File: config.mk
export PLATFORM = sky130hd
export DESIGN_NAME = bin_to_bcd_8_bit
export DESIGN_NICKNAME = d
export VERILOG_FILES = /design/src/rtl/bcd_pkg.sv /design/src/rtl/bcd_digit_adj.sv /design/src/rtl/bin_to_bcd_8_bit.sv
export SDC_FILE = /design/constraint.sdc
export NUM_CORES = 1
export LEC_CHECK = 0
export ABC_AREA = 1
export CORE_MARGIN = 5
export CORE_UTILIZATION = 54
export CTS_BUF_LIST = sky130_fd_sc_hd__clkbuf_16
export CTS_CLUSTER_SIZE = 25
export DETAILED_ROUTE_END_ITERATION = 16
export PLACE_DENSITY = 0.76
export SYNTH_ARGS = -nofsm -noshare
export SYNTH_HDL_FRONTEND = slang
export SYNTH_SLANG_ARGS = --single-unit
File: constraint.sdc
create_clock -name clk -period 1.6 [get_ports clk]
set_clock_uncertainty 0.1 [all_clocks]
set_input_delay 0.32 -clock clk [delete_from_list [all_inputs] [get_ports clk]]
set_output_delay 0.32 -clock clk [all_outputs]
set_load 0.02 [all_outputs]
File: src/rtl/bcd_pkg.sv
// Shared constants for the sequential binary-to-BCD converter.
// State encoding, default sizes and the counter-width helper.
package bcd_pkg;

    localparam logic IDLE  = 1'b0;
    localparam logic SHIFT = 1'b1;

    localparam int WIDTH_DEF  = 8;
    localparam int DIGITS_DEF = 3;

    function automatic int cnt_width(input int w);
        return (w > 1) ? $clog2(w) : 1;
    endfunction

    localparam int CNT_W = cnt_width(WIDTH_DEF);

endpackage

File: src/rtl/bcd_digit_adj.sv
// Double-dabble digit correction: add 3 to any digit of 5 or more
// so the following left shift carries correctly into the next digit.
module bcd_digit_adj (
    input  logic [3:0] digit,
    output logic [3:0] adjusted
);

    assign adjusted = (digit >= 4'd5) ? digit + 4'd3 : digit;

endmodule

File: src/rtl/bin_to_bcd_8_bit.sv
// Bit-serial shift-and-add-3 binary to packed BCD converter.
// One input bit per clock; done strobes with bcd valid.
import bcd_pkg::*;

module bin_to_bcd_8_bit #(
    parameter int WIDTH  = WIDTH_DEF,
    parameter int DIGITS = DIGITS_DEF
) (
    input  logic                  clk,
    input  logic                  rst,
    input  logic                  start,
    input  logic [WIDTH-1:0]      bin,
    output logic [4*DIGITS-1:0]   bcd,
    output logic                  busy,
    output logic                  done
);

    localparam int SW = 4 * DIGITS;
    localparam int CW = cnt_width(WIDTH);
    localparam logic [CW-1:0] LAST = CW'(WIDTH - 1);

    logic          state;
    logic [CW-1:0] cnt;
    logic [WIDTH-1:0] shreg;
    logic [SW-1:0] scratch;
    logic [SW-1:0] adj;
    logic [SW-1:0] scratch_nxt;
    logic          unused_adj_msb;

    for (genvar i = 0; i < DIGITS; i++) begin : g_adj
        bcd_digit_adj u_adj (
            .digit    (scratch[4*i +: 4]),
            .adjusted (adj[4*i +: 4])
        );
    end

    // The top digit's MSB is shifted out; it is always 0 when sized correctly.
    assign scratch_nxt    = {adj[SW-2:0], shreg[WIDTH-1]};
    assign unused_adj_msb = adj[SW-1];

    always_ff @(posedge clk or posedge rst) begin
        if (rst) begin
            state   <= IDLE;
            cnt     <= '0;
            shreg   <= '0;
            scratch <= '0;
            bcd     <= '0;
            busy    <= 1'b0;
            done    <= 1'b0;
        end else begin
            done <= 1'b0;
            if (state == IDLE) begin
                if (start) begin
                    shreg   <= bin;
                    scratch <= '0;
                    cnt     <= '0;
                    busy    <= 1'b1;
                    state   <= SHIFT;
                end
            end else begin
                scratch <= scratch_nxt;
                shreg   <= {shreg[WIDTH-2:0], 1'b0};
                cnt     <= cnt + 1'b1;
                if (cnt == LAST) begin
                    bcd   <= scratch_nxt;
                    done  <= 1'b1;
                    busy  <= 1'b0;
                    state <= IDLE;
                end
            end
        end
    end

endmodule

==> summary.txt <==
Route
  • # DRC: 0
  • Final WL: 3602 um
  • DR pass1 iterations: 4
  • Wire per inst: 12.77 um
  • Routed vias: 1460
  • Post-route ant nets: 0
  • Drt initial violations: 105
  • Vias/cell: 5.177

Worst setup path
  • Crit-path max FO: 5
  • Worst Setup End Kind: register
  • Startpoint type of the worst setup path: register
  • Critical Path Slowest Stage Cell: dfrtp_1
  • Reg-to-reg setup timing slack: 0.16 ns
  • R2R Path End: scratch[5]
  • Max incr delay on CP: 0.42 ns
  • Critical Path AT: 1.51 ns
  • Crit Path Class: reg -> reg
  • Crit-path cells: inv_1 -> ha_1 -> inv_1 -> nand2_1 -> nand3_2 -> nand2_1 -> nand3_1 -> nand2_1
  • Worst Reg-to-Reg Cells: 8
  • CP required: 1.67 ns
  • CP dominant cell by count: nand2_1
  • Worst r2r src: scratch[4]

Layout
  • Layout cells sized above 1: 9.322%
  • Multi-input gate area: 750.7 um2
  • P&R area growth vs syn: 23.79%
  • Commonest non-fill, non-tap cell in the layout: nand2_1
  • Sequential Area: 950.9 um2
  • Fill cell count: 286
  • Fin cells: 282
  • Most frequent cells in the layout: 77 x nand2_1, 38 x dfrtp_1, 18 x inv_1, 18 x nand3_1, 14 x dlygate4sd2_1
  • Nets: 254
  • Ant diodes: 0

Logic synthesis
  • Top FF cell, synth: dfrtp_1
  • Synth Area per Inst: 8.910 um2
  • Asr flop ratio synth: 100.0%
  • Cells after Synth: 206
  • Netlist Area Pre-Place: 1836 um2
  • Mapped Nets: 225
  • Yosys Warn Count: 0
  • Yosys cell types: 21
  • Yosys reg bits: 38
  • Post-synth EDFFs: 0
  • Sequential fraction of the synthesis area: 51.81%

Pwr
  • Logic gate share of total power: 44.2%
  • Net Switching: 2037 uW
  • Clock share of power: 21.6%
  • Power Total: 5013 uW
  • Sw Share: 40.64%
  • Peak supply drop: 1.144 mV
  • Cell Pwr Density: 2206 nW/um2
  • Cell Int Power: 2976 uW
  • Sequential power share: 34.3%
  • Leak: 0.001180 uW

STA
  • Post-route setup TNS: 0 ns
  • Tmin final: 1.442 ns
  • Rel. slew slack: 77.45%
  • Pins Over Slew Limit: 0
  • Setup Viol. Count Final: 0
  • Max Freq: 693.4 MHz
  • Final setup margin: 0.1579 ns
  • Final Hold Viols: 0
  • Tcrit/Tclk final: 90.13%
  • Worst-margin pin slew: 0.3347 ns
  • RSZ-0062 raised after global routing: no
  • Final hold slack: 0.3023 ns

Worst hold path
  • Hold Crit Class: in -> async

Clocking
  • TritonCTS buffer count: 5
  • Clk sink count: 38
  • Worst skew pair latency: 0.28 ns
  • CTS tree: yes
  • H-tree levels: 2
  • Max Root-Sink Buffers: 2
  • Root Driver: clkbuf_16
  • Clk slew on worst S/H paths: 0.06 ns
  • Hold Buf Count CTS: 0

Floorplan
  • Die X: 68.30 um
  • DIE HEIGHT: 68.30 um
  • Num rows: 21
  • Initial Util: 55.44%
  • Die Area: 4665 um2
  • Core area: 3311 um2
  • # IOs: 25

GRT
  • Vias in the first global route: 1420
  • Largest net degree at the start of global routing: 39
  • First-pass GRT wire length: 6334 um
  • GRT overflow: 0
  • Antenna violations before repair: 0
  • GRT Util Overall: 18.55%

Place
  • Inst Count DP: 274
  • Quantity of I/O buffers inserted on ports: 24
  • Post-DP HPWL: 2430 um
  • Worst slack at placement: 0.07645 ns
  • Gpl congestion: 0.8215

Flow run
  • Max_cap viols: 0

Status
  • Status: completed
cell families (layout without fill, tap and decap cells):
family	after synthesis	count (layout)	share of synthesized area [%]
compound gates	21	21	6.680
fa+ha+maj	8	8	5.454
buf+inv	25	55	7.566
flops	38	38	51.81
simple gates	114	114	28.49
synthesized netlist by cell type, types with 3 or more instances:
master | number | area [um2]
nand3_2 | 6 | 60.06
o21ai_0 | 12 | 60.06
dfrtp_1 | 38 | 950.9
nor2_1 | 6 | 22.52
a22o_1 | 3 | 26.28
o22ai_1 | 3 | 18.77
ha_1 | 8 | 100.1
inv_2 | 3 | 11.26
nand4_1 | 4 | 25.02
buf_6 | 3 | 33.78
nand3_1 | 19 | 95.09
inv_1 | 16 | 60.06
nand2_1 | 77 | 289.0
cell type report:
cell class	count	area share, %
multi-input cells	143	33.04
clock inverters	3	1.652
repair buffers	27	11.89
inverters	20	3.524
flip-flops and latches	38	41.85
well taps	46	2.533
clock buffers	5	5.507
per-stage QoR:
step / area (um2) / util, %
after floorplan: 1836 / -
after global placement: 2122 / 64.10
after detailed placement: 2122 / 64.10
after CTS: 2267 / 68.48
after global routing: 2272 / 68.63
final: 2272 / 68.63
power groups by stage:
| stage | combinational, uW | sequential [uW] | clock, uW |
|---|---|---|---|
| floorplan | 1490 | 1850 | 0 |
| global placement | 2240 | 1720 | 0 |
| detailed placement | 2310 | 1730 | 0 |
| CTS | 2220 | 1720 | 1100 |
| global route | 2530 | 1780 | 1150 |
| finish | 2210 | 1720 | 1080 |
worst max path at each step:
| stage | start | depth (start not counted) | endpoint |
|---|---|---|---|
| after floorplan | cnt[0] | 7 | bcd[8] |
| after global placement | start | 5 | shreg[0] |
| after detailed placement | start | 5 | shreg[0] |
| after CTS | scratch[4] | 8 | scratch[5] |
| after global routing | scratch[0] | 5 | bcd[3] |
| final | scratch[4] | 8 | scratch[5] |
critical path, delay by kind of cell, from the launching register on:
kind | cells | cell delay, ns
buffers and inverters | 2 | 0.16
AND/OR/NAND/NOR | 5 | 0.45
flip-flops | 1 | 0.42
adder cells (fa/ha/maj) | 1 | 0.21
registers in the layout, indices dropped and copies added, names as in the netlist:
register and count:
bcd 12, busy 1, cnt 3, done 1
scratch 12, shreg 8, state 1
metal layers:
| metal | track usage (%) | up-vias | wire length [um] |
|---|---|---|---|
| met5 | 0 | - | 0 |
| met4 | 8.437 | 0 | 79 |
| met3 | 4.269 | 8 | 154 |
| met2 | 29.72 | 30 | 1683 |
| met1 | 23.77 | 698 | 1685 |
| li1 | - | 724 | - |
timing repair:
action / in CTS / in global routing
endpoints found under the setup margin: 14 / 4
buffers inserted: 0 / 0
gates resized for setup: 14 / 2
Note: power is estimated with default switching activity, not from simulation.
==> RTL edit, RTL diff (config.mk and constraints unchanged) <==
Register the inputs `start` and `bin` before use. The logic sees them one clock later.
--- a/src/rtl/bin_to_bcd_8_bit.sv
+++ b/src/rtl/bin_to_bcd_8_bit.sv
@@ -18,6 +18,14 @@
     localparam int SW = 4 * DIGITS;
     localparam int CW = cnt_width(WIDTH);
     localparam logic [CW-1:0] LAST = CW'(WIDTH - 1);
+
+    logic start_q;
+    logic [WIDTH-1:0] bin_q;
+
+    always_ff @(posedge clk) begin
+        start_q <= start;
+        bin_q   <= bin;
+    end
 
     logic          state;
     logic [CW-1:0] cnt;
@@ -50,8 +58,8 @@
         end else begin
             done <= 1'b0;
             if (state == IDLE) begin
-                if (start) begin
-                    shreg   <= bin;
+                if (start_q) begin
+                    shreg   <= bin_q;
                     scratch <= '0;
                     cnt     <= '0;
                     busy    <= 1'b1;
Function: changed (Yosys sat finds a counterexample within 4 cycles, from zero or initial values and one cycle with rst high).
==> RTL edit against the unedited design <==
  * Sequential cell count grew 9
  * Maximum frequency shrank 0.41%
  * Total power shrank 1.7%
  * Wire length grew 1.7%
  * Final area grew 6.0%
  * Highest routed layer unchanged
  * Area after synthesis grew 9.1%
  * Die area grew 7.8%
  * Worst setup slack lost 0.0059 ns
==> RTL edit: results (changes against the unedited design) <==
stage;metric;value;unit;change
run_status;outcome;finished, final reports clean;;unchanged
worst_setup_path;Max FO, Critical Path;5;;unchanged
timing;count of final max-slew check failures;0;;unchanged
drt;routed len/inst;12.5;µm;was 12.8 µm
clock_network;Max Buffers Root-to-Sink;2;;unchanged
worst_setup_path;Largest stage delay, worst path;0.44;ns;was 0.42 ns
synth;synthesized net count;234;;was 225
clock_network;clock transition at the registers of the reported paths;0.06;ns;about the same
synth;share of synthesized flip-flops with an asynchronous set or reset;0.809;;was 1.00
synth;number of synthesis warnings;0;;unchanged
cells_and_area;# nets final;263;;was 254
synth;portion of the post-synthesis area used by sequential elements;0.565;;was 0.518
placement;placed wire-length estimate after detailed placement;2560;µm;was 2430 µm
clock_network;cts bufs inserted;5;;unchanged
drt;detailed route wirelength on metal3;193;µm;was 154 µm
placement;placed instance count;285;;was 274
drt;met1 WL;1600;µm;was 1690 µm
global_routing;wire length of the first global-routing pass;6490;µm;was 6330 µm
worst_setup_path;CP top delay family;compound AO/OA/AOI/OAI gates;;was simple AND/OR/NAND/NOR gates
cells_and_area;ratio of cells with drive above 1 in the final layout;0.0735;;was 0.0932
drt;Routed met2 length;1780;µm;was 1680 µm
drt;detailed router's first-iteration violation count;138;;was 105
synth;top post-synthesis cells by area;dfrtp_1 47%, nand2_1 14%, dfxtp_1 9.0%;;was dfrtp_1 52%, nand2_1 16%, ha_1 5.5%
power;Leak Pwr;1.23;nW;was 1.18 nW
clock_network;# resized after CTS;14;;unchanged
global_routing;via count of the first global-routing pass;1567;;was 1420
synth;average cell area after synthesis;9.32;µm²;was 8.91 µm²
drt;Routed WL;3660;µm;was 3600 µm
synth;most used standard cells in the synthesized netlist;74 x nand2_1, 38 x dfrtp_1, 25 x nand3_1;;was 77 x nand2_1, 38 x dfrtp_1, 19 x nand3_1
clock_network;buffer cell driving the clock tree root;clkbuf_16;;unchanged
timing;Worst Tran Pin Value;0.383;ns;was 0.335 ns
cells_and_area;registers with the highest flip-flop counts;bcd (12), scratch (12);;was bcd (12), scratch (12), shreg (8)
power;switch share;0.399;;was 0.406
cells_and_area;number of fill cells;316;;was 286
clock_network;Post-CTS Setup Repair Bufs;0;;unchanged
global_routing;global-route usage over all layers;0.163;;was 0.186
worst_hold_path;class of the tightest hold or removal check;in -> async;;unchanged
drt;routed vias;1532;;was 1460
synth;prevailing post-synth register cell;dfrtp_1;;unchanged
power;maximum VDD drop;1.01;mV;was 1.14 mV
clock_network;clock latency at the later pin of the worst-skew pair;0.28;ns;about the same
placement;weighted congestion reported at the end of routability-driven placement;0.907;;was 0.822
synth;Unique masters post-synth;24;;was 21
drt;uppermost signal routing layer after detailed routing;met4;;unchanged
clock_network;maximum level of the CTS H-tree;2;;unchanged
synth;Post-synth EDFFs;0;;unchanged
worst_setup_path;Critical-path top delay cell;dfrtp_2;;was dfrtp_1
global_routing;maximum number of pins on one net before global-route repair;39;;unchanged
worst_setup_path;signal arrival time at the worst endpoint;1.49;ns;was 1.51 ns
placement;count of port buffers added during placement;24;;unchanged
[RTL edit: cell families after synthesis]
logic type | Yosys count | synth area share
AOI/OAI and AO/OA | 19 | 0.0562
buffers and inverters | 25 | 0.0725
adders and majority gates | 8 | 0.0500
DFF | 47 | 0.565
and+or+nand+nor | 116 | 0.257
[RTL edit: layout make-up]
class	count	area share
sequential	47	0.470
timing repair buffer	27	0.107
tap	48	0.0249
clock buffer	5	0.0519
multi-input combinational	143	0.304
clock inverter	3	0.00468
inverter	20	0.0374
[RTL edit: final timing paths]
check                      depth (start not counted)        from  slack, ns          to
setup reg to reg                                   5  scratch[4]       0.15  scratch[7]
hold reg to reg                                    2    bin_q[2]       0.35    shreg[2]
hold / removal                                     3         rst       0.29  scratch[5]
max in group asynchronous                          3         rst       0.89  scratch[4]
setup / recovery                                   5  scratch[4]       0.15  scratch[7]
min in group clk                                   2    bin_q[2]       0.35    shreg[2]
[RTL edit: metal layers]
metal	vias to the layer above	global-route usage
met5	-	0
li1	762	-
met3	10	0.0483
met2	33	0.276
met1	727	0.192
met4	0	0.0689
[RTL edit: through the flow]
stage | setup slack, ns | total power (W) | area, µm² | hold slack (ns)
CTS | 0.142 | 0.00495 | 2400 | 0.317
global route | 0.0104 | 0.00536 | 2410 | 0.332
global placement | 0.173 | 0.00404 | 2280 | 0.327
detailed placement | 0.154 | 0.00410 | 2280 | 0.339
finish | 0.152 | 0.00493 | 2410 | 0.292
floorplan | 0.247 | 0.00344 | 2000 | 0.248
[RTL edit: power groups by stage]
stage	logic, W	registers [W]	clock network [W]
CTS	0.00206	0.00192	0.000975
finish	0.00205	0.00193	0.000951
floorplan	0.00137	0.00206	0
detailed placement	0.00215	0.00195	0
global route	0.00236	0.00198	0.00102
global placement	0.00210	0.00193	0
